$ cat src/rtl/path_mon_pkg.sv
// Shared types and helpers for the spy-path delay monitor.
// Optional calibration (PATH_MON_CALIB_EN) lives in path_delay_monitor.
package path_mon_pkg;

    typedef enum logic [2:0] {
        IDLE,
        SETTLE,
        LAUNCH,
        WAIT,
        RECORD,
        DONE,
        ABORT
    } mon_state_e;

    // Sliced down to the counter width to form the saturated "no arrival" latency.
    localparam logic [31:0] ALL_ONES = 32'hFFFF_FFFF;

    // Inclusive window; a reversed window (lo > hi) always reports outside.
    function automatic logic outside_window(input logic [31:0] avg,
                                            input logic [31:0] lo,
                                            input logic [31:0] hi);
        return (avg < lo) || (avg > hi);
    endfunction

endpackage

$ cat src/rtl/path_sync2.sv
// Two-flop synchronizer for the asynchronous spy-path output.
// Reset value is chosen so the synchronized level starts at the path's rest level.
module path_sync2 #(
    parameter logic RST_VAL = 1'b0
) (
    input  logic clk,
    input  logic rst_n,
    input  logic d,
    output logic q
);

    logic meta;

    always_ff @(posedge clk or negedge rst_n) begin
        if (!rst_n) begin
            meta <= RST_VAL;
            q    <= RST_VAL;
        end else begin
            meta <= d;
            q    <= meta;
        end
    end

endmodule

$ cat src/rtl/path_delay_monitor.sv
// Launch/capture monitor that averages NS latency samples of a spy path and alarms
// outside a golden window. Define PATH_MON_CALIB_EN to add self-calibration (calib_i).
module path_delay_monitor
    import path_mon_pkg::*;
#(
    parameter int CW         = 8,
    parameter int LOG2_NS    = 2,
    parameter int SETTLE_CYC = 16,
    parameter int TIMEOUT    = 200,
    parameter int PATH_INV   = 1
) (
    input  logic          clk,
    input  logic          rst_n,
    input  logic          start_i,
    input  logic [CW-1:0] thr_lo_i,
    input  logic [CW-1:0] thr_hi_i,
`ifdef PATH_MON_CALIB_EN
    input  logic          calib_i,
`endif
    input  logic          path_out_i,
    output logic          launch_o,
    output logic          busy_o,
    output logic          done_o,
    output logic [CW-1:0] lat_avg_o,
    output logic          alarm_o,
    output logic          timeout_o
);

    localparam int NS = 1 << LOG2_NS;
    localparam int AW = CW + LOG2_NS;
    localparam logic REST = 1'(PATH_INV);
    localparam logic ACT  = ~REST;
    localparam logic [CW-1:0] LAT_SAT = ALL_ONES[CW-1:0];

    logic               s;
    mon_state_e         state;
    logic [CW-1:0]      cnt;
    logic [LOG2_NS-1:0] idx;
    logic [AW-1:0]      acc;
    logic [CW-1:0]      avg;
    logic [CW-1:0]      win_lo;
    logic [CW-1:0]      win_hi;
    logic               avg_bad;
    logic               accept;

    path_sync2 #(.RST_VAL(REST)) u_sync (
        .clk   (clk),
        .rst_n (rst_n),
        .d     (path_out_i),
        .q     (s)
    );

    // A start coinciding with the done pulse belongs to the finished burst and is dropped.
    assign accept  = (state == IDLE) && start_i && !done_o;
    assign avg     = acc[AW-1:LOG2_NS];
    assign avg_bad = outside_window(32'(avg), 32'(win_lo), 32'(win_hi));

`ifdef PATH_MON_CALIB_EN
    logic          calib_q;
    logic          g_valid;
    logic [CW-1:0] g;

    always_comb begin
        win_lo = thr_lo_i;
        win_hi = thr_hi_i;
        if (g_valid) begin
            win_lo = (g == '0) ? '0 : g - CW'(1);
            win_hi = (g == LAT_SAT) ? LAT_SAT : g + CW'(1);
        end
    end

    // Golden value only updates on a calibration burst that completes normally.
    always_ff @(posedge clk or negedge rst_n) begin
        if (!rst_n) begin
            calib_q <= 1'b0;
            g_valid <= 1'b0;
            g       <= '0;
        end else begin
            if (accept)
                calib_q <= calib_i;
            if (state == DONE && calib_q) begin
                g       <= avg;
                g_valid <= 1'b1;
            end
        end
    end
`else
    assign win_lo = thr_lo_i;
    assign win_hi = thr_hi_i;
`endif

    always_ff @(posedge clk or negedge rst_n) begin
        if (!rst_n) begin
            state     <= IDLE;
            cnt       <= '0;
            idx       <= '0;
            acc       <= '0;
            launch_o  <= 1'b0;
            busy_o    <= 1'b0;
            done_o    <= 1'b0;
            lat_avg_o <= '0;
            alarm_o   <= 1'b0;
            timeout_o <= 1'b0;
        end else begin
            done_o <= 1'b0;
            case (state)
                IDLE: begin
                    if (accept) begin
                        acc       <= '0;
                        idx       <= '0;
                        cnt       <= '0;
                        alarm_o   <= 1'b0;
                        timeout_o <= 1'b0;
                        busy_o    <= 1'b1;
                        state     <= SETTLE;
                    end
                end
                SETTLE: begin
                    if (cnt >= CW'(SETTLE_CYC - 1) && s == REST)
                        state <= LAUNCH;
                    else if (cnt == CW'(TIMEOUT))
                        state <= ABORT;
                    else
                        cnt <= cnt + CW'(1);
                end
                LAUNCH: begin
                    launch_o <= 1'b1;
                    cnt      <= '0;
                    state    <= WAIT;
                end
                WAIT: begin
                    // cnt freezes on arrival and is consumed as the sample latency.
                    if (s == ACT)
                        state <= RECORD;
                    else if (cnt == CW'(TIMEOUT))
                        state <= ABORT;
                    else
                        cnt <= cnt + CW'(1);
                end
                RECORD: begin
                    acc      <= acc + AW'(cnt);
                    launch_o <= 1'b0;
                    if (idx == LOG2_NS'(NS - 1)) begin
                        state <= DONE;
                    end else begin
                        idx   <= idx + LOG2_NS'(1);
                        cnt   <= '0;
                        state <= SETTLE;
                    end
                end
                DONE: begin
                    lat_avg_o <= avg;
`ifdef PATH_MON_CALIB_EN
                    alarm_o   <= calib_q ? 1'b0 : avg_bad;
`else
                    alarm_o   <= avg_bad;
`endif
                    done_o    <= 1'b1;
                    busy_o    <= 1'b0;
                    state     <= IDLE;
                end
                ABORT: begin
                    timeout_o <= 1'b1;
                    alarm_o   <= 1'b1;
                    lat_avg_o <= LAT_SAT;
                    launch_o  <= 1'b0;
                    done_o    <= 1'b1;
                    busy_o    <= 1'b0;
                    state     <= IDLE;
                end
                default: state <= IDLE;
            endcase
        end
    end

endmodule

$ cat config.mk
export PLATFORM = sky130hd
export DESIGN_NAME = path_delay_monitor
export DESIGN_NICKNAME = d
export VERILOG_FILES = /design/src/rtl/path_mon_pkg.sv /design/src/rtl/path_sync2.sv /design/src/rtl/path_delay_monitor.sv
export SDC_FILE = /design/constraint.sdc
export NUM_CORES = 1
export LEC_CHECK = 0
export ABC_AREA = 1
export CAP_MARGIN = 20
export CORE_MARGIN = 1.5
export CORE_UTILIZATION = 55
export DETAILED_ROUTE_END_ITERATION = 16
export PLACE_DENSITY = 0.77
export SLEW_MARGIN = 5
export SYNTH_ARGS = -nofsm -noshare
export SYNTH_HDL_FRONTEND = slang
export SYNTH_HIERARCHICAL = 1
export SYNTH_SLANG_ARGS = --single-unit
$ cat constraint.sdc
create_clock -name clk -period 3.2 [get_ports clk]
set_input_delay 0.48 -clock clk [delete_from_list [all_inputs] [get_ports clk]]
set_output_delay 0.48 -clock clk [all_outputs]
set_load 0.02 [all_outputs]
Word level (Yosys, flattened, before mapping)
Index checks and enable logic that the tools add are counted.
- $add $sub $neg: 3
- $lt $le $gt $ge: 3
- equality and inequality tests: 12
- muxes and demuxes: 25
- reduce and logical (&&, ||, !) cells: 21
- operator list (kind ; number):
    $mux 8 ; 5
    $pmux 8 s5 ; 1
    $pmux 10 s2 ; 1
    $pmux 8 s2 ; 1
    $mux 3 ; 5
    $pmux 3 s5 ; 1
    $add 10x8->10 ; 1
    $mux 10 ; 1
    $reduce_bool 2->1 ; 5
    $eq 3x3->1 const B ; 3
    $add 8x1->8 const B ; 1
    $eq 8x8->1 const B ; 1
    $ge 8x4->1 const B ; 1
    $gt 8x8->1 ; 1
    $lt 8x8->1 ; 1
    $reduce_and 2->1 ; 4
    $eq 3x2->1 const B ; 2
    $ne 2x2->1 const B ; 3
    $pmux 1 s2 ; 3
    $reduce_and 5->1 ; 1
    $reduce_bool 5->1 ; 1
    $mux 2 ; 2
    $pmux 2 s2 ; 1
    $reduce_or 2->1 ; 2
    12 further kinds ; 16
- register bits: 38
- input port bits: 20
- output and inout bits: 13
- word-level logic and storage cells: 76

Longest topological paths before layout
Gate-level depths: netlist (run 1).
- depth in word-level cells: 5
- mapped depth: 13
- depth with buffers taken out: 13

Modules after synthesis
The synthesis (run 1) kept the hierarchy.
- modules (own cells, without submodules) (module ; times used ; cells each ; area each (sq um) ; seq. area each (sq um)):
    path_delay_monitor ; 1 ; 342 ; 2565.0 ; 900.9
    path_sync2 ; 1 ; 2 ; 52.6 ; 52.6

Worst setup path before layout (run 1)
No wires, ideal clock.
- path type: reg-to-reg
- start: register cnt[0]
- end: register acc[8]
- setup time: 113 ps
- arrival: 1526 ps
- data required time: 3087 ps
- setup slack: 1561 ps
- cell stages (with the launch flop): 12
- path buffers: 0
- period minus slack after synthesis: 1639 ps
- path through: dfrtp_1 > ha_1 > inv_1 > fa_1 > inv_1 > nand3_1 > nand2_1 > nand4_1 > nand2_1 > nand3_1 > nand2_1 > inv_1
- longest elaborated chain between the ends: 2
- RTL lines (what ; line ; text):
    from (decl) ; path_delay_monitor.sv:37 ; logic [CW-1:0] cnt;
    from (signal assigned) ; path_delay_monitor.sv:124 ; cnt <= cnt + CW'(1);
    from (signal assigned) ; path_delay_monitor.sv:138 ; cnt <= cnt + CW'(1);
    $add 10x8->10 ; path_delay_monitor.sv:141 ; acc <= acc + AW'(cnt);
    $pmux 10 s2 ; path_delay_monitor.sv:106 ; case (state)
    to (signal assigned) ; path_delay_monitor.sv:141 ;
    to (decl) ; path_delay_monitor.sv:39 ; logic [AW-1:0] acc;
Every way passes these cells.
A chain may end at the register's enable or synchronous reset.

Final worst setup path (run 1)
- start: register state[1]
- end: register idx[1]
- longest elaborated chain between the ends: 5
- elaborated cells between the ends (all ways): 9
- those cells by class: 3 x eq/ne; 1 x mux; 5 x reduce/logical
- RTL lines (what ; line ; text):
    from (decl) ; path_delay_monitor.sv:36 ; mon_state_e state;
    from (signal assigned) ; path_delay_monitor.sv:94 ; state <= IDLE;
    from (signal assigned) ; path_delay_monitor.sv:115 ; state <= SETTLE;
    from (signal assigned) ; path_delay_monitor.sv:120 ; state <= LAUNCH;
    $logic_not 3->1 ; path_delay_monitor.sv:54, path_delay_monitor.sv:106 ;
    $logic_and 1x1->1 (2 in a row) ; path_delay_monitor.sv:54 ; assign accept = (state == IDLE) && start_i && !done_o;
    $ne 2x2->1 (no source line) ; - ;
    $reduce_and 3->1 (no source line) ; - ;
    to (signal assigned) ; path_delay_monitor.sv:146 ; idx <= idx + LOG2_NS'(1);
    to (decl) ; path_delay_monitor.sv:38 ; logic [LOG2_NS-1:0] idx;
Parallel ways exist; a longest one is shown, timed or not.

==> results of run 1 <==
[stage by stage]
| stage | utilization | hold slack, ns | area [sq um] | total power, uW |
|---|---|---|---|---|
| finish | 0.688 | 0.286 | 3080 | 1240 |
| global route | 0.688 | 0.350 | 3080 | 1320 |
| CTS | 0.688 | 0.312 | 3080 | 1260 |
| detailed placement | 0.667 | 0.349 | 2990 | 911 |
| global placement | 0.667 | 0.347 | 2990 | 899 |
| floorplan | - | 0.184 | 2620 | 803 |
[metal layers]
metal,routed length [microns],vias to the layer above,track usage,part of all wire
li1,-,1172,-,-
met1,2430,1033,0.295,0.45
met2,2650,46,0.415,0.49
met3,209,8,0.0417,0.039
met4,94,0,0.0839,0.017
met5,0,-,0,0
[layout by cell type (no fill, tap or decap), types with 3 or more instances in the layout]
cell type        instances
nor2_1                  27
nand3_1                 20
inv_1                   45
ha_1                    26
nand2_2                  6
nand2_4                  3
o21ai_0                 10
dfrtp_1                 36
a21oi_1                 14
o211ai_1                 3
nor2_4                   3
inv_2                    8
nand3_2                  3
xor2_1                   4
clkbuf_8                 6
nor2_2                   3
nand2_1                109
clkdlybuf4s50_1         31
[Yosys cell counts, types with 3 or more instances]
| cell type | count |
|---|---|
| a21oi_1 | 14 |
| dfrtp_1 | 36 |
| ha_1 | 26 |
| inv_1 | 45 |
| inv_2 | 8 |
| nand2_1 | 109 |
| nand2_2 | 6 |
| nand2_4 | 3 |
| nand3_1 | 20 |
| nand3_2 | 3 |
| nor2_1 | 27 |
| nor2_2 | 3 |
| nor2_4 | 3 |
| o211ai_1 | 3 |
| o21ai_0 | 10 |
| xor2_1 | 4 |
[cell type report]
type	instances	area (sq um)	area share
sequential	38	953	0.310
multi-input combinational	251	1450	0.472
clock buffer	6	82.6	0.0268
inverter	53	199	0.0646
timing repair buffer	32	315	0.102
tap	52	65.1	0.0211
clock inverter	2	12.5	0.00406
[registers in the layout, summed over array words and instances, names as in the netlist]
signal       flops
acc             10
cnt              8
lat_avg_o        8
state            3
idx              2
alarm_o          1
busy_o           1
done_o           1
launch_o         1
timeout_o        1
u_sync/meta      1
u_sync/q         1
[worst max-delay path: stages, from the launching register on]
cell and delay, ns:
dfrtp_1 0.48, inv_2 0.14, nand2_4 0.07, nor2_2 0.44, inv_2 0.16, nand2_2 0.18, inv_2 0.10, a21oi_2 0.14
o21ai_1 0.08
[logic make-up (layout without fill, tap and decap cells)]
family / Yosys count / in the layout / synth area share
DFF: 38 / 38 / 0.364
buffers and inverters: 55 / 93 / 0.0808
xor gates and xnor gates: 4 / 4 / 0.0134
and+or+nand+nor: 182 / 182 / 0.325
AOI/OAI and AO/OA: 38 / 38 / 0.0851
adders and majority gates: 27 / 27 / 0.132
[power groups by stage]
stage / Combinational (uW) / Sequential [uW] / Clock (uW)
finish: 353 / 544 / 345
detailed placement: 357 / 553 / 0
floorplan: 258 / 545 / 0
global placement: 346 / 553 / 0
global route: 401 / 549 / 372
CTS: 358 / 544 / 354
[final timing paths]
check,depth (start not counted),from,endpoint
max in group asynchronous,1,rst_n,alarm_o$_DFFE_PN0P_
setup reg to reg,8,state[1]$_DFFE_PN0P_,idx[1]$_DFFE_PN0P_
setup / recovery,8,state[1]$_DFFE_PN0P_,idx[1]$_DFFE_PN0P_
hold reg to reg,0,u_sync/meta$_DFF_PN1_,u_sync/q$_DFF_PN1_
min in group clk,0,u_sync/meta$_DFF_PN1_,u_sync/q$_DFF_PN1_
hold / removal,1,rst_n,cnt[1]$_DFFE_PN0P_
==> results.txt, run 1 <==
The number of placed instances, taps included, is 426. Leaving out filler cells and counting taps, the final layout contains 434. Counting along the longest clock path gives a buffer depth of 2. Hold repair after CTS inserted 0 buffers. The worst setup path is captured at a register. For this design the static power due to leakage is 0.00168 uW. At the pin with the least slew margin, the transition time is 0.835 ns. The clock slew seen by the registers of the worst setup and hold paths is 0.07 ns, and the via count of the routed design is 2259. When the netlist entered floorplanning its net count stood at 391.

The number of gates resized after CTS was 0. The worst-case IR drop observed on VDD is 0.470 mV. For the post-layout worst setup margin, the log shows 1.30 ns. Proportion of netlist area held by the largest area contributor: 0.344.

The relative area change from synthesis to final layout is 17.7%, and the number of port buffers is 32. Number of enable-type register cells in the synthesized netlist: 0. The final max-slew violation count is 0.

The logs give 0 for the number of antenna violations at the first check in global routing and 39 for the largest net degree at the start of global routing. For the area inside the core boundary, the log shows 4470 sq um. The number of failing hold endpoints at the final stage is 0. The achievable frequency was 0.525 GHz. Summed over all layers, the global routing overflow is 0. First-pass GRT wire length: 9690 microns. The run gives 800 uW as the total internal power. The worst hold path belongs to the class in2async.

Fill cells in the final layout number 392. In this run the register-to-register setup slack is 1.30 ns. In this run, synthesis produced a sequential element count of 38.

The die boundary height works out to 72.0 microns. Subtracting the final worst setup slack from the clock period gives 1.90 ns. Switching share of power: 0.356.

Setup repair after global routing left no endpoint under its margin. Async set or reset register ratio after synthesis: 1.00. The flow ran to the end, and the final reports show no timing, DRC or antenna violations. The die covers 5180 sq um.

The final weighted congestion in routability-driven placement came out at 0.900. 33 I/O pins were placed. The netlist area before placement is 2620 sq um, and the antenna diode count is 0. The HPWL after detailed placement is 4150 microns. In the routed design, unresolved DRC markers number 0.

Once the clock tree was built, the setup fixing pass inserted 0 buffers. Largest area contributor in the synthesized netlist: dfrtp_1. Counting the buffers created by CTS gives 5. The post-detailed-route via-to-cell ratio is 5.21. Largest fanout of any net on the critical path: 12. For this block, the routed nets add up to 5380 microns of wire.

The count of nets left with antenna violations once routing finished came out at 0. The count of TritonRoute iterations in the first routing pass was 4; the remaining max-slew budget at the tightest pin was 0.443. The initialized floorplan defines 24 standard-cell rows. Share of power burned in combinational logic: 0.284.

For the worst setup path, the data required time is 3.38 ns. The detailed router finished its first iteration with 130 violations. The final period utilization works out to 0.595.

The most frequently used flop master after synthesis is dfrtp_1. TritonCTS built the clock tree. The clock network power share came out at 0.278. The sequential power share is 0.438, and the switching power summed over all nets is 443 uW. For the total clock sinks, the log shows 38. Max-cap violations in this run came to 0.

Setup violations remaining at the end of the flow were counted as 0. The die boundary width was 72.0 microns; the via count of the first global-routing pass was 2231. Clock tree synthesis selected as its root buffer the cell clkbuf_8. The overall routing resource usage was 0.237. The category of the most critical setup path was reg2reg. The run gives 2 as the level count of the clock H-tree.

The setup clock skew after layout came out at 0.00656 ns. The tools report the final-stage net count as 428. The logs give 0.585 for the effective utilization at floorplan and 0.29 ns for the clock latency at the later pin of the worst-skew pair. The run gives 6 as the total of warnings raised by yosys. For the count of mapped cells out of synthesis, the log shows 344. For this design the ratio of total power to cell area is 404 nW/um^2. Dividing the detail-routed wire length by the instance count gives 12.4 microns. The post-place setup slack is 1.25 ns, and the data arrival time of the critical path is 2.08 ns. Accumulated negative setup slack: 0 ns. The worst setup path is launched from a register. The sequential element share of the synthesized area was 0.364; the proportion of layout cells with a drive suffix above 1 was 0.107. Sorting the synthesized cells by area gives the leading types as dfrtp_1 34%, nand2_1 16%, ha_1 12%, inv_1 6.5%, nor2_1 3.9%. Per-instance average area after synthesis: 7.61 sq um. The run gives 34 as the unique cell type count in the Yosys netlist.
Note: power is estimated with default switching activity, not from simulation.
==> run 2: changes to the inputs <==
--- a/config.mk
+++ b/config.mk
@@ -8,9 +8,9 @@
 export ABC_AREA = 1
 export CAP_MARGIN = 20
 export CORE_MARGIN = 1.5
-export CORE_UTILIZATION = 55
+export CORE_UTILIZATION = 50
 export DETAILED_ROUTE_END_ITERATION = 16
-export PLACE_DENSITY = 0.77
+export PLACE_DENSITY = 0.74
 export SLEW_MARGIN = 5
 export SYNTH_ARGS = -nofsm -noshare
 export SYNTH_HDL_FRONTEND = slang
==> constraint.sdc (replaced) <==
create_clock -name clk -period 1.58 [get_ports clk]
set_input_delay 0.237 -clock clk [delete_from_list [all_inputs] [get_ports clk]]
set_output_delay 0.237 -clock clk [all_outputs]
set_load 0.02 [all_outputs]
==> results.txt, run 2 (synthesis gave the netlist of run 1 again) <==
The logs give 2311 (was 2231) for the via count of the first global-routing pass and 0 (unchanged) for the post-detailed-route count of antenna-violating nets. The transition time of the tightest slew-check pin is 0.425 ns (was 0.835 ns). Largest regs: acc: 10 flops, cnt: 8 flops, lat_avg_o: 8 flops (unchanged). Final routed wirelength across all metal layers: 6040 microns (was 5380 microns). For the number of DRC violations after detailed routing, the log shows 0 (unchanged). The register with the most flip-flops was acc (unchanged). The cell family contributing the most delay on the critical path was adder cells (was simple AND/OR/NAND/NOR gates).

The clock network power share was 0.317 (was 0.278); the number of buffers and inverters on the critical path was 3 (unchanged). The number of failing hold endpoints at the final stage was 0 (unchanged); the final weighted congestion in routability-driven placement was 0.857 (was 0.900). The number of cells on the worst hold path came out at 1.

Die boundary height: 75.4 microns (was 72.0 microns). Detailed-placement wirelength estimate: 4450 microns (was 4150 microns). The largest stage delay on the critical path came out at 0.38 ns (was 0.48 ns).

The logs give 0.339 (was 0.438) for the sequential power share and 117 (was 130) for the number of DRC markers in iteration 0. The run gives 9430 microns (was 9690 microns) as the first-pass GRT wire length. The final period utilization was 1.03 (was 0.595).

The peak ir drop on the vdd network is 0.639 mV (was 0.470 mV). The run gives 20 (was 39) as the largest net degree at the start of global routing. The data arrival time of the critical path is 1.82 ns (was 2.08 ns). The power per cell area was 879 nW/um^2 (was 404 nW/um^2); the largest fanout of any net on the critical path was 3 (was 12). The flip-flop count of the largest register, all copies and words added is 10 (unchanged), and the length in cells of the worst reg-to-reg path is 11 (was 8).

The logs give 5680 sq um (was 5180 sq um) for the area of the die and 0 (unchanged) for the antenna diode count. Switching share of power: 0.317 (was 0.356). The overall routing resource usage is 0.219 (was 0.237), and the remaining max-slew budget at the tightest pin is 0.716 (was 0.443).

The post-place setup slack was -0.107 ns (was 1.25 ns). Setup repair after global routing could not meet its margin everywhere. Via count of the routed design: 2399 (was 2259). Cell-by-cell listing of the critical path: ha_2 -> inv_2 -> fa_2 -> inv_2 -> nand3_2 -> nand2_2 -> nand4_1 -> nand2_1 -> nand3_1 -> nand2_1 -> inv_1 (was inv_2 -> nand2_4 -> nor2_2 -> inv_2 -> nand2_2 -> inv_2 -> a21oi_2 -> o21ai_1).

The tools report the achievable frequency as 0.615 GHz (was 0.525 GHz). The tools report the accumulated negative setup slack as -0.0711 ns (was 0 ns). The category of the most critical setup path was reg2reg (unchanged). The effective utilization at floorplan is 0.516 (was 0.585), and the final max-slew violation count is 0 (unchanged). The total internal power was 2190 uW (was 800 uW). The routed wire length per instance is 12.2 microns (was 12.4 microns). The critical path depth was 11 (was 8). The minimum clock period is 1.63 ns (was 1.90 ns). Max-cap check violation count: 0 (unchanged).

The tools report the overall overflow remaining after global route as 0 (unchanged). The tools report the leakage power of the design as 0.00194 uW (was 0.00168 uW). The run gives 2 (unchanged) as the number of buffers on the longest clock path.

TritonCTS built the clock tree. The final-report setup violation count came out at 2 (was 0). The proportion of layout cells with a drive suffix above 1 was 0.260 (was 0.107). Type of origin of the critical path: a register (unchanged).

The switching power summed over all nets came out at 1020 uW (was 443 uW). The type of the most critical hold path is in2reg (was in2async). The number of standard-cell rows in the floorplan was 26 (was 24).

The relative area change from synthesis to final layout was 39.4% (was 17.7%). Most frequent cells in the layout: 95 x nand2_1, 42 x inv_1, 35 x dfrtp_1, 35 x buf_4, 31 x clkdlybuf4s50_1 (was 109 x nand2_1, 45 x inv_1, 36 x dfrtp_1, 31 x clkdlybuf4s50_1, 27 x nor2_1). The area inside the core boundary came out at 5070 sq um (was 4470 sq um). The die boundary width is 75.4 microns (was 72.0 microns), and the share of power burned in combinational logic is 0.344 (was 0.284). The tools report the final-layout fill cell count as 407 (was 392).

The run gives 4 (unchanged) as the count of TritonRoute iterations in the first routing pass. Critical path's slowest cell: dfrtp_1 (unchanged). The number of antenna violations at the first check in global routing came out at 0 (unchanged).

The clock latency at the later pin of the worst-skew pair came out at 0.29 ns (about the same). The checks that failed: setup timing. The commonest non-fill, non-tap cell in the layout is nand2_1 (unchanged). The clock slew seen by the registers of the worst setup and hold paths is 0.08 ns (was 0.07 ns), and the top-level I/O count is 33 (unchanged).

The post-detailed-route via-to-cell ratio is 4.87 (was 5.21). For the setup clock skew after layout, the log shows 0.0105 ns (was 0.00656 ns). The tools report the level count of the clock H-tree as 2 (unchanged).

The nature of the critical path endpoint was a register (unchanged). The logs give 38 (unchanged) for the total clock sinks and 5 (unchanged) for the CTS buffer count. The number of port buffers was 32 (unchanged); the post-layout worst setup margin was -0.0454 ns (was 1.30 ns). The clock root buffer is clkbuf_8 (unchanged). The run gives 469 (was 428) as the final-stage net count.

The final design utilization is 0.719 (was 0.688), and the required time reported for the critical path endpoint is 1.78 ns (was 3.38 ns). The run finished, with violations left.
## run 2: routing by layer
| metal | up-vias | global-route usage | wire [microns] |
|---|---|---|---|
| met5 | - | 0 | 0 |
| met3 | 2 | 0.0410 | 176 |
| met2 | 40 | 0.404 | 3130 |
| met1 | 1099 | 0.258 | 2710 |
| met4 | 0 | 0.0675 | 14 |
| li1 | 1258 | - | - |
## run 2: power groups by stage
stage	registers, uW	clock network (uW)	logic (uW)
finish	1090	1020	1100
global route	1100	1070	1210
global placement	1100	0	861
CTS	1080	1040	892
floorplan	1100	0	525
detailed placement	1100	0	873
## run 2: timing repair
item | 4_1_cts | 5_1_grt
pin swaps | 2 | 12
resized for setup | 7 | 39
hold buffers | 1 | 0
hold endpoints to repair | 15 | 0
setup buffers | 2 | 8
endpoints found under the setup margin | 10 | 17
## run 2: final timing paths
path / slack [ns] / to / startpoint
hold reg to reg: 0.36 / u_sync/q$_DFF_PN1_ / u_sync/meta$_DFF_PN1_
hold / removal: 0.35 / u_sync/meta$_DFF_PN1_ / path_out_i
setup reg to reg: -0.05 / acc[8]$_DFFE_PN0P_ / cnt[0]$_DFFE_PN0P_
max in group asynchronous: 0.63 / cnt[1]$_DFFE_PN0P_ / rst_n
setup / recovery: -0.05 / acc[8]$_DFFE_PN0P_ / cnt[0]$_DFFE_PN0P_
min in group asynchronous: 0.42 / acc[8]$_DFFE_PN0P_ / rst_n
## run 2: layout make-up
type,count,area (sq um),area share
multi-input combinational,251,1610,0.440
sequential,38,955,0.262
timing repair buffer,73,653,0.179
inverter,53,206,0.0566
tap,70,87.6,0.0240
clock buffer,6,82.6,0.0226
clock inverter,2,60.1,0.0165
## run 2: metrics by stage
| step | hold slack [ns] | cell area (sq um) | total power [uW] | instances |
|---|---|---|---|---|
| 2_1_floorplan | -0.0586 | 2620 | 1630 | 344 |
| 5_1_grt | 0.339 | 3650 | 3380 | 493 |
| 3_5_place_dp | 0.202 | 3240 | 1970 | 474 |
| 3_3_place_gp | 0.194 | 3240 | 1960 | 474 |
| 6_report | 0.347 | 3650 | 3210 | 493 |
| 4_1_cts | 0.335 | 3420 | 3010 | 485 |
==> RTL change 1: new RTL, config.mk and constraints of run 2 <==
The parameter `CW` goes from 8 to 12.
--- a/src/rtl/path_delay_monitor.sv
+++ b/src/rtl/path_delay_monitor.sv
@@ -3,7 +3,7 @@
 module path_delay_monitor
     import path_mon_pkg::*;
 #(
-    parameter int CW         = 8,
+    parameter int CW         = 12,
     parameter int LOG2_NS    = 2,
     parameter int SETTLE_CYC = 16,
     parameter int TIMEOUT    = 200,
Interface: changed (resized lat_avg_o, thr_hi_i and thr_lo_i); port bits go from 33 to 45. No check against the original RTL was run, so the function may have changed too.
==> RTL change 1 against run 2 <==
- critical path type unchanged
- synthesized area is 43% higher
- the flow still finishes with violations (setup timing)
- sequential cell count is 12 higher
- die area up 42%
- final area increased by 54%
- critical endpoint is now alarm_o
- worst setup slack worse by 0.028 ns
- total power increased by 7.3%
- maximum frequency down 1.7%
- routed wire length increased by 89%
- critical path depth stayed put
- largest cell class unchanged
- global-route usage up 5.4 points
==> RTL change 1: results (changes against run 2) <==
| Metric | Value |
|---|---|
| CP Data Arrival Time | 1.87 ns (was 1.82 ns) |
| Worst Max-Slew Pin Slew | 0.290 ns (was 0.425 ns) |
| Vias/cell | 5.27 (was 4.87) |
| Outcome | complete, but fails checks (unchanged) |
| Sequential element share of the synthesized area | 33.4% (was 36.4%) |
| Register area | 0.00126 mm^2 (was 955 um^2) |
| Initial DRC count | 239 (was 117) |
| Metal2 WL | 5940 um (was 3130 um) |
| First-pass detailed-route iteration total | 6 (was 4) |
| Port bufs | 44 (was 32) |
| First-pass GRT wire length | 16,700 um (was 9430 um) |
| All-Layer GR Usage | 27.4% (was 21.9%) |
| CTS Buf Count | 5 (unchanged) |
| Placer Congestion | 0.909 (was 0.857) |
| Regs by FF count | acc (14), cnt (12), lat_avg_o (12) (was acc (10), cnt (8), lat_avg_o (8)) |
| Ant. Diodes | 0 (unchanged) |
| Netlist cell types | 42 (was 34) |
| Fin Setup TNS | -0.725 ns (was -0.0711 ns) |
| VDD IR-drop max | 0.655 mV (was 0.639 mV) |
| Clk Latency, worst-skew pair | 0.31 ns (was 0.29 ns) |
| Largest cells by area after synthesis | dfrtp_1 (32%), nand2_1 (16%), ha_1 (13%) (was dfrtp_1 (34%), nand2_1 (16%), ha_1 (12%)) |
| Crit-path max cell delay | 0.43 ns (was 0.38 ns) |
| Fin nets | 717 (was 469) |
| Post-synth top cells | nand2_1 (165), inv_1 (80), dfrtp_1 (48), nor2_1 (43), ha_1 (38) (was nand2_1 (109), inv_1 (45), dfrtp_1 (36), nor2_1 (27), ha_1 (26)) |
| Dpl cells | 727 (was 474) |
| Clock transition at path regs | 0.10 ns (was 0.08 ns) |
| CP top delay family | simple AND/OR/NAND/NOR gates (was adder cells) |
| Vias in the first global route | 3,734 (was 2,311) |
| WL final | 11,400 um (was 6040 um) |
| Non-filler instance count after layout | 750 (was 493) |
| Clock Skew | 0.0176 ns (was 0.0105 ns) |
| Share of layout cells above drive strength 1 | 32.1% (was 26.0%) |
| DR WL met3 | 537 um (was 176 um) |
| Mapped Cells | 523 (was 344) |
| Largest net degree at the start of global routing | 51 (was 20) |
| Hpwl dp | 7590 um (was 4450 um) |
| PnR worst setup slack | -0.0731 ns (was -0.0454 ns) |
| DP Area | 0.00480 mm^2 (was 0.00324 mm^2) |
| # setup viols final | 18 (was 2) |
| Syn_nets | 590 (was 391) |
| Leakage | 2.81 nW (was 1.94 nW) |
| Filler cells | 469 (was 407) |
| M1 WL | 4500 um (was 2710 um) |
| Failing checks | setup timing (unchanged) |
[RTL change 1: changes by cell type after synthesis, moves of 4 or more]
| cell | change |
|---|---|
| nor2_1 | +16 |
| nand3_1 | +15 |
| dfrtp_1 | +12 |
| inv_1 | +35 |
| nand2_1 | +56 |
| nand3b_1 | +4 |
| nand4_1 | +7 |
| o21bai_1 | +4 |
| ha_1 | +12 |
| a21oi_1 | +8 |
| o21ai_2 | +4 |
[RTL change 1: final timing paths]
path	from	end	slack, ns	cells after the start
worst max-delay path	acc[8]	alarm_o	-0.07	11
worst min-delay path	path_out_i	u_sync/meta	0.32	1
worst max register to register	acc[8]	alarm_o	-0.07	11
worst min register to register	u_sync/meta	u_sync/q	0.36	0
max in group asynchronous	rst_n	cnt[5]	0.88	3
min in group asynchronous	rst_n	state[1]	0.43	3
[RTL change 1: through the flow]
stage                     total power [mW]  setup WS, ns
after floorplan                       1.98      -0.00114
after global placement                2.45        -0.379
after detailed placement              2.48        -0.404
after CTS                             3.37       -0.0898
after global routing                  3.62        -0.154
final                                 3.44       -0.0731
[RTL change 1: where the power goes]
part	internal [mW]	leakage [nW]	total, mW	switching (mW)
combinational	0.566	2.09	1.29	0.719
clock	0.314	0.0452	0.752	0.438
sequential	1.34	0.675	1.41	0.0645
[RTL change 1: repair_timing]
item,in CTS,in global routing
pin swaps,25,30
setup buffers,6,5
gates cloned,3,0
gates resized for setup,50,71
hold endpoints to repair,48,0
setup endpoints to repair,23,31
hold buffers,1,0
[RTL change 1: layout make-up]
type	count	area share, %
inverter	87	5.87
tap	99	2.21
clock inverter	2	0.246
multi-input combinational	385	48.8
sequential	50	22.5
timing repair buffer	121	19.1
clock buffer	6	1.29
[RTL change 1: metal layers]
layer | up-vias | GRT usage, %
met5 | - | 0
met4 | 0 | 13.6
li1 | 1932 | -
met1 | 1863 | 31.4
met3 | 36 | 2.93
met2 | 125 | 50.4
[RTL change 1: cell families after synthesis]
| group | synth area share, % |
|---|---|
| buffers and inverters | 9.63 |
| xor gates and xnor gates | 1.63 |
| adders and majority gates | 13.2 |
| and+or+nand+nor | 33.1 |
| AOI/OAI and AO/OA | 9.06 |
| DFF | 33.4 |
==> RTL change 2: new RTL, settings of run 2 <==
Made on the original files. Register the output `timeout_o` once more, with the module's reset; this adds one clock of latency there. The other outputs are not delayed to match.
--- a/src/rtl/path_delay_monitor.sv
+++ b/src/rtl/path_delay_monitor.sv
@@ -31,6 +31,8 @@
     localparam logic REST = 1'(PATH_INV);
     localparam logic ACT  = ~REST;
     localparam logic [CW-1:0] LAT_SAT = ALL_ONES[CW-1:0];
+
+    logic timeout_s0;
 
     logic               s;
     mon_state_e         state;
@@ -100,7 +102,7 @@
             done_o    <= 1'b0;
             lat_avg_o <= '0;
             alarm_o   <= 1'b0;
-            timeout_o <= 1'b0;
+            timeout_s0 <= 1'b0;
         end else begin
             done_o <= 1'b0;
             case (state)
@@ -110,7 +112,7 @@
                         idx       <= '0;
                         cnt       <= '0;
                         alarm_o   <= 1'b0;
-                        timeout_o <= 1'b0;
+                        timeout_s0 <= 1'b0;
                         busy_o    <= 1'b1;
                         state     <= SETTLE;
                     end
@@ -160,7 +162,7 @@
                     state     <= IDLE;
                 end
                 ABORT: begin
-                    timeout_o <= 1'b1;
+                    timeout_s0 <= 1'b1;
                     alarm_o   <= 1'b1;
                     lat_avg_o <= LAT_SAT;
                     launch_o  <= 1'b0;
@@ -173,5 +175,13 @@
         end
     end
 
+    always_ff @(posedge clk or negedge rst_n) begin
+        if (!rst_n) begin
+            timeout_o <= '0;
+        end else begin
+            timeout_o <= timeout_s0;
+        end
+    end
+
 endmodule
 
Check against the original RTL: no difference found for any inputs over 10 cycles, from zero or initial values and one cycle with rst_n low; that may be too few to reach the edited logic, so the function may still have changed.
==> RTL change 2 against run 2 <==
- the flow still finishes with violations (setup timing)
- sequential cell count up 1
- hold slack worse by 0.0013 ns
- final area shrank 1.2%
- worst setup slack got worse by 0.0049 ns
- routed wire length increased by 9.0%
- synthesized area shrank 2.2%
- utilization is 3.0 points higher
- total power is 7.9% lower
- largest power group is now sequential cells
==> RTL change 2: results (changes against run 2) <==
| Metric | Value |
|---|---|
| Outcome | complete, but fails checks (unchanged) |
| Failing checks | setup timing (unchanged) |
| WL per Instance | 13.7 um (was 12.2 um) |
| Post-synth top cells | nand2_1 (94), inv_1 (50), dfrtp_1 (37), ha_1 (26) (was nand2_1 (109), inv_1 (45), dfrtp_1 (36), nor2_1 (27), ha_1 (26)) |
| Syn_nets | 381 (was 391) |
| Fin Setup TNS | -0.115 ns (was -0.0711 ns) |
| Switching Share | 29.5% (was 31.7%) |
| Met1 Use GR | 31.5% (was 25.8%) |
| PnR worst setup slack | -0.0503 ns (was -0.0454 ns) |
| First-pass GRT wire length | 9680 um (was 9430 um) |
| VDD IR-drop max | 0.778 mV (was 0.639 mV) |
| Invs w/o clock | 55 (was 53) |
| # setup viols final | 4 (was 2) |
| Netlist cell types | 32 (was 34) |
| Vias in the first global route | 2,151 (was 2,311) |
| Clock Skew | 0.0137 ns (was 0.0105 ns) |
| Hold Worst Slack | 0.345 ns (was 0.347 ns) |
| Clock buf/inv share | 3.78% (was 3.91%) |
| Multi-input gate area | 0.00150 mm^2 (was 0.00161 mm^2) |
| Synth Register Bits | 39 (was 38) |
| Metal2 WL | 3160 um (was 3130 um) |
| Placer Congestion | 0.902 (was 0.857) |
| Sequential cell area share | 27.2% (was 26.2%) |
| Largest cells by area after synthesis | dfrtp_1 (36%), nand2_1 (14%), ha_1 (13%) (was dfrtp_1 (34%), nand2_1 (16%), ha_1 (12%)) |
| #MultiIn Comb | 237 (was 251) |
| Worst reg2reg endpoint | acc[4] (was acc[8]) |
| Vias/cell | 5.09 (was 4.87) |
| Detailed-route via count | 2,444 (was 2,399) |
| Fraction of area in multi-input gates | 41.6% (was 44.0%) |
| First-pass detailed-route iteration total | 5 (was 4) |
| Non-clk bufs | 74 (was 73) |
| M1 WL | 3010 um (was 2710 um) |
| Dpl cells | 461 (was 474) |
| Synth Area in Adders | 13.5% (was 13.2%) |
| Max-Slew Margin vs Limit | 77.1% (was 71.6%) |
| Buffering overhead | 19.4% (was 17.9%) |
| Met3 Usage GRT | 4.20% (was 4.10%) |
==> RTL change 2: cell types whose count changed after synthesis, moves of 4 or more <==
cell,run 2,this run
a21oi_1,14,20
inv_1,45,50
nand2_1,109,94
nor2_1,27,23
o21ai_2,0,5
==> RTL change 2: timing repair <==
| item | in CTS | in global routing |
|---|---|---|
| gates resized for setup | 3 | 32 |
| endpoints found under the setup margin | 2 | 18 |
| endpoints found under the hold margin | 37 | 0 |
| gates cloned | 0 | 1 |
| buffers inserted | 1 | 8 |
| hold buffers | 1 | 0 |
| pin swaps | 2 | 12 |
==> RTL change 2: critical path, delay by kind of cell, from the launching register on <==
| family | cells | cell delay (ns) |
|---|---|---|
| and+or+nand+nor | 4 | 0.24 |
| DFF | 1 | 0.35 |
| buffers and inverters | 4 | 0.30 |
| AOI/OAI and AO/OA | 1 | 0.07 |
| adders and majority gates | 2 | 0.56 |
